--- src/rtl/pipe_pkg.sv ---
// rtl/pipe_pkg.sv - shared pipeline-stage state encodings
package pipe_pkg;

  typedef enum logic [1:0] {
    ST_EMPTY = 2'd0,
    ST_BUSY  = 2'd1,
    ST_FULL  = 2'd2
  } state_t;

endpackage

--- src/rtl/sat_counter.sv ---
// rtl/sat_counter.sv - saturating up-counter, cleared only by reset
module sat_counter #(
  parameter int CNT_W = 16
) (
  input  logic             clk,
  input  logic             rst,
  input  logic             inc,
  output logic [CNT_W-1:0] cnt
);

  always_ff @(posedge clk or posedge rst) begin
    if (rst) begin
      cnt <= '0;
    end else if (inc && (cnt != {CNT_W{1'b1}})) begin
      cnt <= cnt + 1'b1;
    end
  end

endmodule

--- src/rtl/pipe_stage_skid.sv ---
// rtl/pipe_stage_skid.sv - pipeline register with 2-entry skid buffer and flush
// Optional perf counters enabled by defining PIPE_PERF_CNT_EN.
module pipe_stage_skid
  import pipe_pkg::*;
#(
  parameter int               WIDTH     = 32,
  parameter logic [WIDTH-1:0] RESET_VAL = '0,
  parameter int               CNT_W     = 16
) (
  input  logic             clk,
  input  logic             rst,
  input  logic             flush,
  input  logic             in_valid,
  output logic             in_ready,
  input  logic [WIDTH-1:0] in_data,
  output logic             out_valid,
  input  logic             out_ready,
  output logic [WIDTH-1:0] out_data,
  output logic [CNT_W-1:0] stall_cnt,
  output logic [CNT_W-1:0] flush_cnt
);

  state_t           state;
  state_t           state_next;
  logic [WIDTH-1:0] main_q;
  logic [WIDTH-1:0] skid_q;
  logic             main_load;
  logic             main_from_skid;
  logic             skid_load;
  logic             acc;
  logic             pop;

  // Handshake outputs come straight from the state register: no comb path from out_ready.
  assign in_ready  = (state != ST_FULL);
  assign out_valid = (state != ST_EMPTY);
  assign out_data  = main_q;
  assign acc       = in_valid & in_ready;
  assign pop       = out_valid & out_ready;

  always_ff @(posedge clk or posedge rst) begin
    if (rst) begin
      state <= ST_EMPTY;
    end else begin
      state <= state_next;
    end
  end

  always_comb begin
    state_next     = state;
    main_load      = 1'b0;
    main_from_skid = 1'b0;
    skid_load      = 1'b0;
    if (flush) begin
      state_next = ST_EMPTY;
    end else begin
      case (state)
        ST_EMPTY: begin
          if (acc) begin
            state_next = ST_BUSY;
            main_load  = 1'b1;
          end
        end
        ST_BUSY: begin
          if (acc && pop) begin
            main_load = 1'b1;
          end else if (acc) begin
            state_next = ST_FULL;
            skid_load  = 1'b1;
          end else if (pop) begin
            state_next = ST_EMPTY;
          end
        end
        ST_FULL: begin
          if (pop) begin
            state_next     = ST_BUSY;
            main_load      = 1'b1;
            main_from_skid = 1'b1;
          end
        end
        default: begin
          state_next = ST_EMPTY;
        end
      endcase
    end
  end

  always_ff @(posedge clk or posedge rst) begin
    if (rst) begin
      main_q <= RESET_VAL;
      skid_q <= RESET_VAL;
    end else begin
      if (main_load) begin
        main_q <= main_from_skid ? skid_q : in_data;
      end
      if (skid_load) begin
        skid_q <= in_data;
      end
    end
  end

`ifdef PIPE_PERF_CNT_EN
  sat_counter #(.CNT_W(CNT_W)) u_stall_cnt (
    .clk (clk),
    .rst (rst),
    .inc (out_valid & ~out_ready & ~flush),
    .cnt (stall_cnt)
  );

  sat_counter #(.CNT_W(CNT_W)) u_flush_cnt (
    .clk (clk),
    .rst (rst),
    .inc (flush & (state != ST_EMPTY)),
    .cnt (flush_cnt)
  );
`else
  assign stall_cnt = '0;
  assign flush_cnt = '0;
`endif

endmodule

--- config.mk ---
export PLATFORM = sky130hd
export DESIGN_NAME = pipe_stage_skid
export DESIGN_NICKNAME = d
export VERILOG_FILES = /design/src/rtl/pipe_pkg.sv /design/src/rtl/sat_counter.sv /design/src/rtl/pipe_stage_skid.sv
export SDC_FILE = /design/constraint.sdc
export NUM_CORES = 1
export LEC_CHECK = 0
export ABC_AREA = 1
export BUFFER_PORTS_ARGS = -buffer_cell sky130_fd_sc_hd__buf_2
export CORE_ASPECT_RATIO = 1.25
export CORE_UTILIZATION = 51
export CTS_CLUSTER_SIZE = 40
export DETAILED_ROUTE_END_ITERATION = 10
export PLACE_DENSITY = 0.91
export RECOVER_POWER = 25
export SYNTH_ARGS = -nofsm -noshare
export SYNTH_HDL_FRONTEND = slang
export SYNTH_SLANG_ARGS = --single-unit
export TNS_END_PERCENT = 50
--- constraint.sdc ---
create_clock -name clk -period 2.8 [get_ports clk]
set_input_delay 0.56 -clock clk [delete_from_list [all_inputs] [get_ports clk]]
set_output_delay 0.56 -clock clk [all_outputs]
set_load 0.01 [all_outputs]
-- Word-level counts from Yosys, hierarchy flattened
Index checks and enable logic that the tools add are counted.
- bitwise gates (word level): 2
- reductions and logical operators: 4
- mux-type cells: 18
- equal/unequal tests: 7
- operator list (operator ; number):
    $mux W32 ; 1
    $mux W2 ; 6
    $mux W1 ; 9
    $ne A3 B3 Y1 const B ; 3
    $pmux W2 S3 ; 1
    $ne A4 B4 Y1 const B ; 1
    $reduce_and A4 Y1 ; 1
    $pmux W1 S3 ; 1
    $and A1 B1 Y1 ; 2
    $eq A2 B1 Y1 const B ; 1
    $eq A2 B2 Y1 const B ; 1
    $logic_not A2 Y1 ; 1
    $ne A2 B2 Y1 const B ; 1
    $reduce_bool A2 Y1 ; 1
    $logic_and A1 B1 Y1 ; 1
- output and inout bits: 66
- flip-flop bits (word level): 66
- logic and storage cells: 34
- input port bits: 37

-- Longest topological paths before layout
- word-level depth: 7
- depth in mapped cells: 9
- mapped depth without buffers: 7

-- Least setup slack after synthesis
No wires, ideal clock.
- path type: input port to flip-flop
- start point: in flush
- end point: reg main_q[0], in the netlist out_data[0]
- arrival time: 1.281 ns
- buffers on the path: 2
- setup time: 0.117 ns
- cell stages on the path: 7
- data required time: 2.683 ns
- path slack: 1.402 ns
- cell sequence: nor2_2 -> nand2_2 -> buf_6 -> buf_6 -> or2_0 -> nand3_1 -> nand2_1
- word-level cells in the longest chain between the ends: 2
- elaborated cells between the ends (all ways): 3
- those cells by class: 3 x mux
- RTL lines (what ; line ; RTL):
    start: declaration ; pipe_stage_skid.sv:12 ; input logic flush,
    $mux W1 ; pipe_stage_skid.sv:53 ; if (flush) begin
    $mux W32 ; pipe_stage_skid.sv:93 ; main_q <= main_from_skid ? skid_q : in_data;
    end signal: assignment ; pipe_stage_skid.sv:93 ;
    end: declaration ; pipe_stage_skid.sv:25 ; logic [WIDTH-1:0] main_q;
Several ways; a longest one is shown, not always the timed one.
A chain may end at the register's enable or synchronous reset.

-- Worst setup path after layout
- start point: reg state[0]
- end point: reg main_q[30], in the netlist out_data[30]
- word-level cells in the longest chain between the ends: 6
- elaborated cells between the ends (all ways): 16
- those cells by class: 3 x eq/ne; 8 x mux; 2 x bitwise; 3 x reduce/logical
- RTL lines (what ; line ; RTL):
    start: declaration ; pipe_stage_skid.sv:23 ; state_t state;
    start signal: assignment ; pipe_stage_skid.sv:44 ; state <= state_next;
    $ne A2 B2 Y1 / $reduce_bool A2 Y1 (equally long branches) ; pipe_stage_skid.sv:34, pipe_stage_skid.sv:35 ;
    $and A1 B1 Y1 (on tied branches) ; pipe_stage_skid.sv:37, pipe_stage_skid.sv:38 ;
    $logic_and A1 B1 Y1 / $mux W1 (equally long branches) ; pipe_stage_skid.sv:64, pipe_stage_skid.sv:74 ;
    $mux W1 (on tied branches) ; pipe_stage_skid.sv:64, pipe_stage_skid.sv:56 ;
    $pmux W1 S3 / $mux W1 (equally long branches) ; pipe_stage_skid.sv:56, pipe_stage_skid.sv:53 ;
    $mux W1 / $mux W32 (equally long branches) ; pipe_stage_skid.sv:53, pipe_stage_skid.sv:93 ;
Several ways; a longest one is shown, not always the timed one.

==> impl_metrics.ini <==
[placement]
postPlaceCellArea_sq_um = 3450
numPortBuffers = 70
gpl.final_weighted_congestion = 0.729
hpwlAfterDp_um = 4020

[layout]
layout-area-overhead-vs-synth_pct = 14.1
drive_gt1_frac = 0.198
final_design_area_no_fill_sq_um = 3650
layout.nets = 506
antennaDiodeCount = 0

[power]
irDropWorstVdd_mv = 0.472
p_leak_nw = 2.16
power_density_nw_per_um2 = 816

[yosys]
ys_top_cells_by_area = sky130_fd_sc_hd__dfrtp_1, sky130_fd_sc_hd__nand2_1, sky130_fd_sc_hd__buf_4
syn-cell-area_sq_um = 3200
ys_async_sr_fraction = 1.00
most_used_standard_cell_by_instance_count_after_synthesis = sky130_fd_sc_hd__nand2_1
synthSimpleGateAreaFrac = 0.229
synth-adder-area-share = 0
number_of_enable_type_register_cells_in_the_synthesized_netlist = 0
yosys.area_share.xor_xnor = 0
complex_gate_fraction_of_the_synthesized_area = 0.0939
share_of_the_synthesized_area_in_the_top_cell_type = 0.516
top_cells_by_count_synth = sky130_fd_sc_hd__nand2_1, sky130_fd_sc_hd__dfrtp_1, sky130_fd_sc_hd__inv_1
number_of_warnings_reported_in_the_yosys_synthesis_log = 0
synth.mux.area_fraction = 0
syn_area_per_cell_sq_um = 7.90
ys_seq_elements = 66
seq_area_frac_synth = 0.516
synth_flop_cell = sky130_fd_sc_hd__dfrtp_1
synth_cell_type_count = 18
synth_top_family_by_area = simple AND/OR/NAND/NOR gates
post_synth_inst_count = 405
netlist.top_cell.by_area = sky130_fd_sc_hd__dfrtp_1

[routing]
routed_wl_um = 6090
drc = 0
first_iter_violations = 158
wl_per_cell_um = 11.0
vias_per_cell = 4.67
detail-route-antenna-nets = 0
drt_first_pass_iters = 4
via_count = 2597

[flow_run]
max-cap-violations = 0

[sta]
hold_viol_final = 0
timing.final.setup_violations = 0
final.period_utilization = 0.617
timing.final.max_slew_violations = 0
tns_ps = 0
fmax_mhz = 579
slew-limit-headroom = 0.149
clock-skew-final_ps = 6.87
finalWorstPathRequiredPeriod_ps = 1730
setup_repair_after_global_routing_missed_its_margin = no
timing_worst_slew_pin_value_ps = 1280

[setup_path]
critPathArrivalTime_ps = 1990
end_kind = flip-flop
critical_path.startpoint_type = flip-flop
worst-endpoint-required_ps = 3060
worstPathMaxFanout = 32
worst-setup-path-type = reg -> reg

[grt]
grt_start_max_net_pins = 66
gr-usage-all-layers = 0.205
global_route.peak_usage_layer = met2
met2_usage = 0.356
use_met3 = 0.0558
grt_remaining_overflow = 0
antenna_violations_before_repair = 0
via_count_of_the_first_global_routing_pass = 2511
grt_first_pass_wirelength_um = 10500
groute.layer.met1.usage = 0.235

[cts]
cts_root_buffer = sky130_fd_sc_hd__clkbuf_8
tritoncts.num_buffers = 9
cts.repair_timing.setup_buffer_count = 0
h-tree-depth = 3
clk-insertion-delay-late_ps = 330
cts.path.max_buffers = 2
clock_pin_slew_on_the_worst_setup_and_hold_paths_ps = 70
postCtsHoldBufs = 0
clock_sink_count = 66
ctsResizeCount = 0
cts_tree = done

[floorplanning]
initial_utilization = 0.539
core_area_sq_um = 5930
floorplan.rows = 31
ioPinCount = 103
die_area_sq_um = 6590
die_h_um = 90.5
chipWidth_um = 72.8

[worst_hold_path]
worst_min_delay_path_class = reg -> reg

[outcome]
outcome = complete, no violations
-- through the flow --
stage | power (W) | hold slack, ps | instances | setup slack [ps] | utilization
floorplan | 0.00197 | 446 | 436 | 585 | -
global placement | 0.00216 | 457 | 540 | 879 | 0.581
detailed placement | 0.00220 | 460 | 540 | 824 | 0.581
CTS | 0.00300 | 354 | 556 | 1070 | 0.615
global route | 0.00319 | 487 | 556 | 866 | 0.615
finish | 0.00298 | 473 | 556 | 1070 | 0.615
-- worst max-delay path, cell delays in order (launching register included) --
cell and delay (ps):
sky130_fd_sc_hd__dfrtp_1 470, sky130_fd_sc_hd__nor2_2 80, sky130_fd_sc_hd__nand2_2 90, sky130_fd_sc_hd__nand2_2 60, sky130_fd_sc_hd__inv_1 690, sky130_fd_sc_hd__nand2_1 150
sky130_fd_sc_hd__nand2_1 120
-- path summary, 6_finish.rpt --
kind                                                 end  cells past startpoint                      from  slack (ps)
worst min register to register  out_data[22]$_DFFE_PP0P_                      2  out_data[22]$_DFFE_PP0P_         470
min in group asynchronous          skid_q[6]$_DFFE_PP0P_                      2                       rst         580
worst max register to register  out_data[30]$_DFFE_PP0P_                      6      state[0]$_DFFE_PP0P_        1070
worst min-delay path            out_data[22]$_DFFE_PP0P_                      2  out_data[22]$_DFFE_PP0P_         470
worst max-delay path            out_data[30]$_DFFE_PP0P_                      6      state[0]$_DFFE_PP0P_        1070
max in group asynchronous        out_data[3]$_DFFE_PP0P_                      3                       rst        1430
-- layout make-up --
cell class                 count  area (sq um)
clock inverter                 2          35.0
clock buffer                  14           163
tap                           82           103
timing repair buffer          74           393
sequential                    66          1650
multi-input combinational    278          1150
inverter                      40           150
fill                         552          2290
-- power by group --
group          internal, W  switching [W]  total, W
sequential         0.00130       0.000144   0.00145
combinational     0.000288       0.000446  0.000734
clock             0.000460       0.000335  0.000795
-- cell usage in the layout (no fill, tap or decap), drive strengths merged --
master / instances
a21oi: 28
buf: 74
bufinv: 1
clkbuf: 14
clkinv: 1
conb: 32
dfrtp: 66
inv: 40
nand2: 142
nand3: 8
nand4: 2
nor2: 29
o21ai: 32
or2: 5
-- flip-flops by register name, indices dropped and copies added, names as in the netlist --
register  cells
state         2
out_data     32
skid_q       32
-- logic make-up after synthesis --
family	Yosys count
other	1
and+or+nand+nor	186
DFF	66
buffers and inverters	92
AOI/OAI and AO/OA	60
-- metal layers --
layer | vias up | share of wire
met5 | - | 0
met4 | 0 | 0.013
met2 | 80 | 0.51
met1 | 1211 | 0.43
met3 | 8 | 0.050
li1 | 1298 | -
Note: power is estimated with default switching activity, not from simulation.
